===== config.mk =====
export PLATFORM = sky130hd
export DESIGN_NAME = plic_claim_ctrl_flat
export DESIGN_NICKNAME = d
export VERILOG_FILES = /design/src/rtl/plic_pkg.sv /design/src/rtl/plic_claim_ctrl_if.sv /design/src/rtl/plic_settle_timer.sv /design/src/rtl/plic_claim_ctrl.sv /design/src/flat_wrapper.sv
export SDC_FILE = /design/constraint.sdc
export NUM_CORES = 1
export LEC_CHECK = 0
export BUFFER_PORTS_ARGS = -buffer_cell sky130_fd_sc_hd__buf_4
export CAP_MARGIN = 20
export CELL_PAD_IN_SITES_DETAIL_PLACEMENT = 1
export CELL_PAD_IN_SITES_GLOBAL_PLACEMENT = 2
export CORE_MARGIN = 2
export CORE_UTILIZATION = 30
export CTS_BUF_LIST = sky130_fd_sc_hd__clkbuf_16
export CTS_CLUSTER_DIAMETER = 150
export DETAILED_ROUTE_END_ITERATION = 6
export PLACE_DENSITY_LB_ADDON = 0.1
export SLEW_MARGIN = 0
export SYNTH_ARGS = -nofsm -noshare
export SYNTH_HDL_FRONTEND = slang
export SYNTH_HIERARCHICAL = 1
export SYNTH_SLANG_ARGS = --single-unit

===== constraint.sdc =====
create_clock -name clk -period 4.5 [get_ports clk]
set_clock_uncertainty 0.15 [all_clocks]
set_input_delay 0.45 -clock clk [delete_from_list [all_inputs] [get_ports clk]]
set_output_delay 0.45 -clock clk [all_outputs]
set_load 0.01 [all_outputs]

===== src/rtl/plic_pkg.sv =====
// Shared definitions for the PLIC access sequencers: FSM state encoding,
// access-type codes and a width helper used to size select and counter fields.
package plic_pkg;

    // Claim/complete sequencer states
    typedef enum logic [1:0] {
        IDLE   = 2'd0,
        STROBE = 2'd1,
        SETTLE = 2'd2,
        RESP   = 2'd3
    } plic_state_e;

    // Bus access type as carried on we_i
    localparam logic ACC_CLAIM    = 1'b0;
    localparam logic ACC_COMPLETE = 1'b1;

    // Width of a field that must index n items, never narrower than one bit
    function automatic int clog2_min1(input int n);
        return (n > 1) ? $clog2(n) : 1;
    endfunction

endpackage


===== src/rtl/plic_claim_ctrl_if.sv =====
// Register-bus side of the claim/complete sequencer: one request/acknowledge
// handshake carrying the access type, target, write ID and read-back data.
interface plic_claim_ctrl_if #(
    parameter int SOURCES_BITS = 4,
    parameter int TARGET_BITS  = 1
) ();

    logic                    req_i;
    logic                    we_i;
    logic [TARGET_BITS-1:0]  tgt_i;
    logic [SOURCES_BITS-1:0] wdata_i;
    logic                    ack_o;
    logic [SOURCES_BITS-1:0] rdata_o;
    logic                    err_o;

    // Bus-interface decoder side: issues accesses and waits for ack
    modport master (
        output req_i, we_i, tgt_i, wdata_i,
        input  ack_o, rdata_o, err_o
    );

    // Sequencer side: accepts accesses and returns the response
    modport slave (
        input  req_i, we_i, tgt_i, wdata_i,
        output ack_o, rdata_o, err_o
    );

endinterface


===== src/rtl/plic_settle_timer.sv =====
// Loadable down-counter with a done flag. Loading takes priority over counting;
// the count sticks at zero, where done stays asserted until the next load.
module plic_settle_timer
    import plic_pkg::*;
#(
    parameter int WIDTH = clog2_min1(4)
) (
    input  logic             clk,
    input  logic             rst_n,
    input  logic             load,
    input  logic [WIDTH-1:0] load_val,
    input  logic             en,
    output logic             done
);

    logic [WIDTH-1:0] cnt;

    // Count register: load the wait length, then decrement toward zero while enabled
    always_ff @(posedge clk or negedge rst_n) begin
        if (!rst_n) begin
            cnt <= '0;
        end else if (load) begin
            cnt <= load_val;
        end else if (en && (cnt != '0)) begin
            cnt <= cnt - WIDTH'(1);
        end
    end

    assign done = (cnt == '0);

endmodule


===== src/rtl/plic_claim_ctrl.sv =====
// Claim/complete sequencer between the PLIC bus decoder and the PLIC core.
// A claim read returns the core's current highest-priority ID for the target
// and pulses claim_o; a complete write is checked against the ID last claimed
// on that target and pulses complete_o. After any strobe the response is held
// back for SETTLE_CYCLES so the core's ID/priority pipeline has caught up
// before the next access can sample it.
module plic_claim_ctrl
    import plic_pkg::*;
#(
    parameter int SOURCES       = 8,
    parameter int TARGETS       = 1,
    parameter int SETTLE_CYCLES = 3,
    parameter int SOURCES_BITS  = $clog2(SOURCES + 1),
    parameter int TARGET_BITS   = clog2_min1(TARGETS)
) (
    input  logic                                 rst_n,
    input  logic                                 clk,
    plic_claim_ctrl_if.slave                     bus,
    input  logic [TARGETS-1:0]                   ireq_i,
    input  logic [TARGETS-1:0][SOURCES_BITS-1:0] id_i,
    output logic [TARGETS-1:0]                   claim_o,
    output logic [TARGETS-1:0]                   complete_o
);

    // The counter is loaded in STROBE with SETTLE_CYCLES-1, so SETTLE lasts
    // exactly SETTLE_CYCLES cycles and strobe-to-ack is SETTLE_CYCLES+1.
    localparam int               CNT_W       = clog2_min1(SETTLE_CYCLES);
    localparam logic [CNT_W-1:0] SETTLE_LOAD = CNT_W'(SETTLE_CYCLES - 1);

    plic_state_e state;
    plic_state_e state_nxt;

    // Per-target view of the live request
    logic [TARGETS-1:0]      tgt_oh;
    logic                    tgt_ok;
    logic                    sel_ireq;
    logic [SOURCES_BITS-1:0] sel_id;
    logic [SOURCES_BITS-1:0] sel_ins;

    // Outcome of the access, decided in IDLE
    logic                    accept;
    logic                    go_strobe;
    logic                    acc_err;
    logic [SOURCES_BITS-1:0] acc_rdata;

    // Access context held for the remaining states
    logic [TARGETS-1:0]      tgt_oh_q;
    logic                    we_q;
    logic [SOURCES_BITS-1:0] rdata_q;
    logic                    err_q;

    // ID last claimed per target; 0 means nothing in service
    logic [TARGETS-1:0][SOURCES_BITS-1:0] in_service;

    // Settle timer handshake
    logic tmr_load;
    logic tmr_en;
    logic tmr_done;

    plic_settle_timer #(
        .WIDTH (CNT_W)
    ) u_settle_timer (
        .clk      (clk),
        .rst_n    (rst_n),
        .load     (tmr_load),
        .load_val (SETTLE_LOAD),
        .en       (tmr_en),
        .done     (tmr_done)
    );

    // Decode the addressed target one-hot and pick out its core inputs and in-service ID;
    // an address beyond TARGETS decodes to no target at all
    always_comb begin
        tgt_oh   = '0;
        sel_ireq = 1'b0;
        sel_id   = '0;
        sel_ins  = '0;
        for (int t = 0; t < TARGETS; t++) begin
            if (bus.tgt_i == TARGET_BITS'(t)) begin
                tgt_oh[t] = 1'b1;
                sel_ireq  = ireq_i[t];
                sel_id    = id_i[t];
                sel_ins   = in_service[t];
            end
        end
        tgt_ok = |tgt_oh;
    end

    // Classify the access: strobed claim/complete, empty claim, or rejected access
    always_comb begin
        go_strobe = 1'b0;
        acc_err   = 1'b0;
        acc_rdata = '0;
        if (!tgt_ok) begin
            acc_err = 1'b1;
        end else if (bus.we_i == ACC_CLAIM) begin
            if (sel_ireq) begin
                go_strobe = 1'b1;
                acc_rdata = sel_id;
            end
        end else if ((bus.wdata_i != '0) && (bus.wdata_i == sel_ins)) begin
            go_strobe = 1'b1;
        end else begin
            acc_err = 1'b1;
        end
    end

    // Requests are only looked at in IDLE; everything else ignores req_i
    assign accept = (state == IDLE) && bus.req_i;

    // State register
    always_ff @(posedge clk or negedge rst_n) begin
        if (!rst_n) begin
            state <= IDLE;
        end else begin
            state <= state_nxt;
        end
    end

    // Next-state logic
    always_comb begin
        state_nxt = state;
        case (state)
            IDLE: begin
                if (bus.req_i) begin
                    state_nxt = go_strobe ? STROBE : RESP;
                end
            end
            STROBE: state_nxt = SETTLE;
            SETTLE: begin
                if (tmr_done) begin
                    state_nxt = RESP;
                end
            end
            RESP:    state_nxt = IDLE;
            default: state_nxt = IDLE;
        endcase
    end

    // Output decode: strobes in STROBE, timer control, response only in RESP
    always_comb begin
        claim_o     = '0;
        complete_o  = '0;
        tmr_load    = 1'b0;
        tmr_en      = 1'b0;
        bus.ack_o   = 1'b0;
        bus.rdata_o = '0;
        bus.err_o   = 1'b0;
        case (state)
            STROBE: begin
                tmr_load = 1'b1;
                if (we_q == ACC_CLAIM) begin
                    claim_o = tgt_oh_q;
                end else begin
                    complete_o = tgt_oh_q;
                end
            end
            SETTLE: tmr_en = 1'b1;
            RESP: begin
                bus.ack_o   = 1'b1;
                bus.rdata_o = rdata_q;
                bus.err_o   = err_q;
            end
            default: ;
        endcase
    end

    // Capture the access context; only consumed in states reached via accept,
    // so it needs no reset
    always_ff @(posedge clk) begin
        if (accept) begin
            tgt_oh_q <= tgt_oh;
            we_q     <= bus.we_i;
            rdata_q  <= acc_rdata;
            err_q    <= acc_err;
        end
    end

    // Track the in-service ID: a strobed claim records (or overwrites) the
    // claimed ID, a strobed complete clears it back to 0
    always_ff @(posedge clk or negedge rst_n) begin
        if (!rst_n) begin
            in_service <= '0;
        end else if (accept && go_strobe) begin
            for (int t = 0; t < TARGETS; t++) begin
                if (tgt_oh[t]) begin
                    in_service[t] <= (bus.we_i == ACC_CLAIM) ? sel_id : '0;
                end
            end
        end
    end

endmodule


===== src/flat_wrapper.sv =====
// flat-port wrapper written by rule: the top's interface ports become plain ports
module plic_claim_ctrl_flat import plic_pkg::*;
#(
    parameter int SOURCES       = 8,
    parameter int TARGETS       = 1,
    parameter int SETTLE_CYCLES = 3,
    parameter int SOURCES_BITS  = $clog2(SOURCES + 1),
    parameter int TARGET_BITS   = clog2_min1(TARGETS)
)
  (rst_n, clk, ireq_i, id_i, claim_o, complete_o, bus_req_i, bus_we_i, bus_tgt_i, bus_wdata_i, bus_ack_o, bus_rdata_o, bus_err_o);
  plic_claim_ctrl_if #(.SOURCES_BITS(SOURCES_BITS), .TARGET_BITS(TARGET_BITS)) bus_i ();
  input  logic rst_n;
  input  logic clk;
  input  logic [TARGETS-1:0] ireq_i;
  input  logic [TARGETS-1:0][SOURCES_BITS-1:0] id_i;
  output logic [TARGETS-1:0] claim_o;
  output logic [TARGETS-1:0] complete_o;
  input wire logic [$bits(bus_i.req_i)-1:0] bus_req_i;
  input wire logic [$bits(bus_i.we_i)-1:0] bus_we_i;
  input wire logic [$bits(bus_i.tgt_i)-1:0] bus_tgt_i;
  input wire logic [$bits(bus_i.wdata_i)-1:0] bus_wdata_i;
  output wire logic [$bits(bus_i.ack_o)-1:0] bus_ack_o;
  output wire logic [$bits(bus_i.rdata_o)-1:0] bus_rdata_o;
  output wire logic [$bits(bus_i.err_o)-1:0] bus_err_o;
  assign bus_i.req_i = bus_req_i;
  assign bus_i.we_i = bus_we_i;
  assign bus_i.tgt_i = bus_tgt_i;
  assign bus_i.wdata_i = bus_wdata_i;
  assign bus_ack_o = bus_i.ack_o;
  assign bus_rdata_o = bus_i.rdata_o;
  assign bus_err_o = bus_i.err_o;
  plic_claim_ctrl #(.SOURCES(SOURCES), .TARGETS(TARGETS), .SETTLE_CYCLES(SETTLE_CYCLES), .SOURCES_BITS(SOURCES_BITS), .TARGET_BITS(TARGET_BITS)) u_core (.rst_n(rst_n), .clk(clk), .bus(bus_i), .ireq_i(ireq_i), .id_i(id_i), .claim_o(claim_o), .complete_o(complete_o));
endmodule

==> run_results.csv <==
group,metric,value,unit
clocking,clockRootBuffer,"clkbuf_16",
layout,drive_gt1_share,27.93,%
logic_synthesis,synth_largest_area_cell,"edfxtp_1",
global_route,grt_pass1_wl,3374,um
layout,n_antenna_cell,0,
global_route,grt_max_degree,11,
hold_path,holdPathStages,3,
floorplan,initial_core_util,31.80,%
drt,vias_per_cell,4.810,
logic_synthesis,ys_seq_area_share,46.39,%
logic_synthesis,synth_nets,105,
setup_path,path_cells,"inv_1 > ha_1 > nand2_1 > nor2_1 > buf_4",
timing,finalSetupTns,0,ps
layout,syn_to_final_growth,32.25,%
logic_synthesis,synthFlopType,"dfrtp_1",
clocking,clk_latency,240,ps
placement,dpl_worst_slack,2583,ps
placement,hpwl,1614,um
layout,design_area,1170,um2
setup_path,end_kind,"output pin",
floorplan,io-pin-count,22,
drt,dr.pass1.iters,3,
clocking,post_cts_buffers,0,
run_status,status,"completed",
setup_path,reg2reg_from,"u_core/state[0]$_DFFE_PN0P_",
setup_path,regToRegSetupSlack,2570,ps
floorplan,rows,19,
timing,min_period_over_period,44.36,%
setup_path,start_kind,"flop",
global_route,overflow,0,
setup_path,reg2reg_depth,6,
timing,hold_violations,0,
power_and_ir_drop,p_per_area,581.7,nW/um2
timing,setup-violations-final,0,
timing,maxSlewViolCount,0,
drt,antenna_left,0,
logic_synthesis,synthArstFlopShare,53.33,%
global_route,grt_pass1_vias,700,
layout,nets,132,
logic_synthesis,synth_area_leaders,"edfxtp_1 24%, dfrtp_1 23%, ha_1 8.5%, and2_1 7.8%, nand2_1 5.9%",
drt,drt_iter0_drc,9,
clocking,clkSinkCount,15,
logic_synthesis,synth_seq_cells,15,
clocking,clockBufferDepth,2,
layout,n_fill_cell,308,
setup_path,slowest_delay,390,ps
drt,wl_per_cell,13.70,um
placement,placed_area,1081,um2
drt,wl,1946,um
timing,rsz0062_at_grt,"false",
placement,globalplace.congestion,0.7691,
logic_synthesis,avgSynthCellArea,10.41,um2
timing,fmax,0.5009,GHz
placement,io_buffers,21,
floorplan,core,2781,um2
hold_path,min_from,"id_i[3]",
power_and_ir_drop,totalPowerFinal,680.5,uW
setup_path,slowest_stage,"dfrtp_1",
setup_path,arrival,1400,ps
power_and_ir_drop,ir_drop,0.0002715,V
job,cap_violations,0,
drt,remaining_drc_errors,0,
clocking,cts_tree,"yes",
setup_path,critical_path_class,"reg2out",
clocking,cts.clk_slew.worst_paths,50,ps
power_and_ir_drop,p_leak,0.0005209,uW
timing,period_minus_slack,1996,ps
logic_synthesis,synth_top_area_share,23.76,%
drt,num_vias,683,
hold_path,hold_path_class,"in2reg",
floorplan,die_y,58.30,um
timing,worst_slack,2504,ps
setup_path,crit_fanout,8,
logic_synthesis,synth_edf_count,7,
setup_path,cp.required,3900,ps
floorplan,dieArea,3399,um2
floorplan,die_x,58.30,um
clocking,h-tree-depth,1,
logic_synthesis,ys_warn_count,6,
global_route,grt_usage,13.59,%
setup_path,r2r_end,"u_core/state[1]$_DFFE_PN0P_",
logic_synthesis,syn_area,884.6,um2
timing,hold-worst-slack,294.8,ps
hold_path,whs_endpoint,"u_core/in_service[3]$_DFFE_PN0P_",
logic_synthesis,synthCells,85,
logic_synthesis,synth_cell_types,26,
global_route,antenna_found_initial,0,
clocking,cts_made_buffers,3,
[synthesized netlist by cell type (2+ instances only)]
master / number
nand2_1: 14
and2_1: 11
dfrtp_1: 8
edfxtp_1: 7
inv_1: 7
ha_1: 6
o21ai_1: 5
xnor2_1: 4
conb_1: 2
nand3_1: 2
nor2_1: 2
nor2b_1: 2
or4b_1: 2
[cells by family after synthesis]
| group | synth area share [%] |
|---|---|
| flip-flops | 46.39 |
| AO/OA/AOI/OAI | 10.18 |
| AND/OR/NAND/NOR | 25.89 |
| other | 0.8490 |
| XOR/XNOR | 3.960 |
| adder cells (fa/ha/maj) | 8.486 |
| multiplexers | 1.273 |
| buffers and inverters | 2.971 |
[sequential cells by signal (all words and copies together) (netlist names)]
signal / cells
u_core/state: 2
u_core/tgt_oh_q: 1
u_core/in_service: 4
u_core/err_q: 1
u_core/rdata_q: 4
u_core/u_settle_timer/cnt: 2
u_core/we_q: 1
[per-stage QoR]
stage | utilization (%) | instances
global route | 42.06 | 142
floorplan | - | 85
finish | 42.06 | 142
global placement | 38.87 | 137
detailed placement | 38.87 | 137
CTS | 42.06 | 142
[repair_timing]
action / in CTS / in global routing
hold endpoints to repair: 8 / 0
hold buffers: 1 / 0
resized for setup: 0 / 0
[final cells by class]
type / instances / area (um2) / area share [%]
Sequential cell: 15 / 410.4 / 35.08
Multi-Input combinational cell: 63 / 447.9 / 38.29
Clock inverter: 1 / 3.754 / 0.3209
Tap cell: 31 / 38.79 / 3.316
Inverter: 7 / 26.28 / 2.246
Clock buffer: 3 / 75.07 / 6.417
Timing Repair Buffer: 22 / 167.7 / 14.33
[placed cells by master, fill, tap and decap left out, drive strengths merged, types with 2 or more instances in the layout]
| master | count |
|---|---|
| buf | 21 |
| nand2 | 14 |
| and2 | 11 |
| inv | 8 |
| dfrtp | 8 |
| edfxtp | 7 |
| ha | 6 |
| o21ai | 5 |
| xnor2 | 4 |
| clkbuf | 3 |
| nand3 | 3 |
| nor2 | 2 |
| nor2b | 2 |
| or4b | 2 |
| conb | 2 |
[how the worst max path moves through the flow]
stage,depth (start not counted),endpoint,startpoint,slack (ps)
floorplan,6,u_core/state[1]$_DFFE_PN0P_,u_core/state[0]$_DFFE_PN0P_,2790
global placement,6,u_core/state[1]$_DFFE_PN0P_,u_core/state[0]$_DFFE_PN0P_,2620
detailed placement,6,u_core/in_service[0]$_DFFE_PN0P_,u_core/state[0]$_DFFE_PN0P_,2580
CTS,5,claim_o,u_core/state[1]$_DFFE_PN0P_,2480
global route,6,u_core/in_service[3]$_DFFE_PN0P_,u_core/state[0]$_DFFE_PN0P_,2340
finish,5,claim_o,u_core/state[1]$_DFFE_PN0P_,2500
[critical path, delay by kind of cell, from the launching register on]
kind	cells	cell delay, ps
flops	1	390
buf+inv	2	250
simple gates	2	190
fa+ha+maj	1	310
[power breakdown]
group          leakage [uW]  switching, uW  internal [uW]
Sequential         0.000163           27.1            193
Combinational      0.000316            149            141
Clock             0.0000423           52.4            118
Total              0.000521            229            452
[layer usage]
metal	vias up	wire [um]	GRT usage [%]
met5	-	0	0
met4	0	13	4.983
met3	2	88	3.297
met2	17	939	21.99
met1	323	904	17.65
li1	341	-	-
No activity file was read; power rests on OpenSTA's default activity.
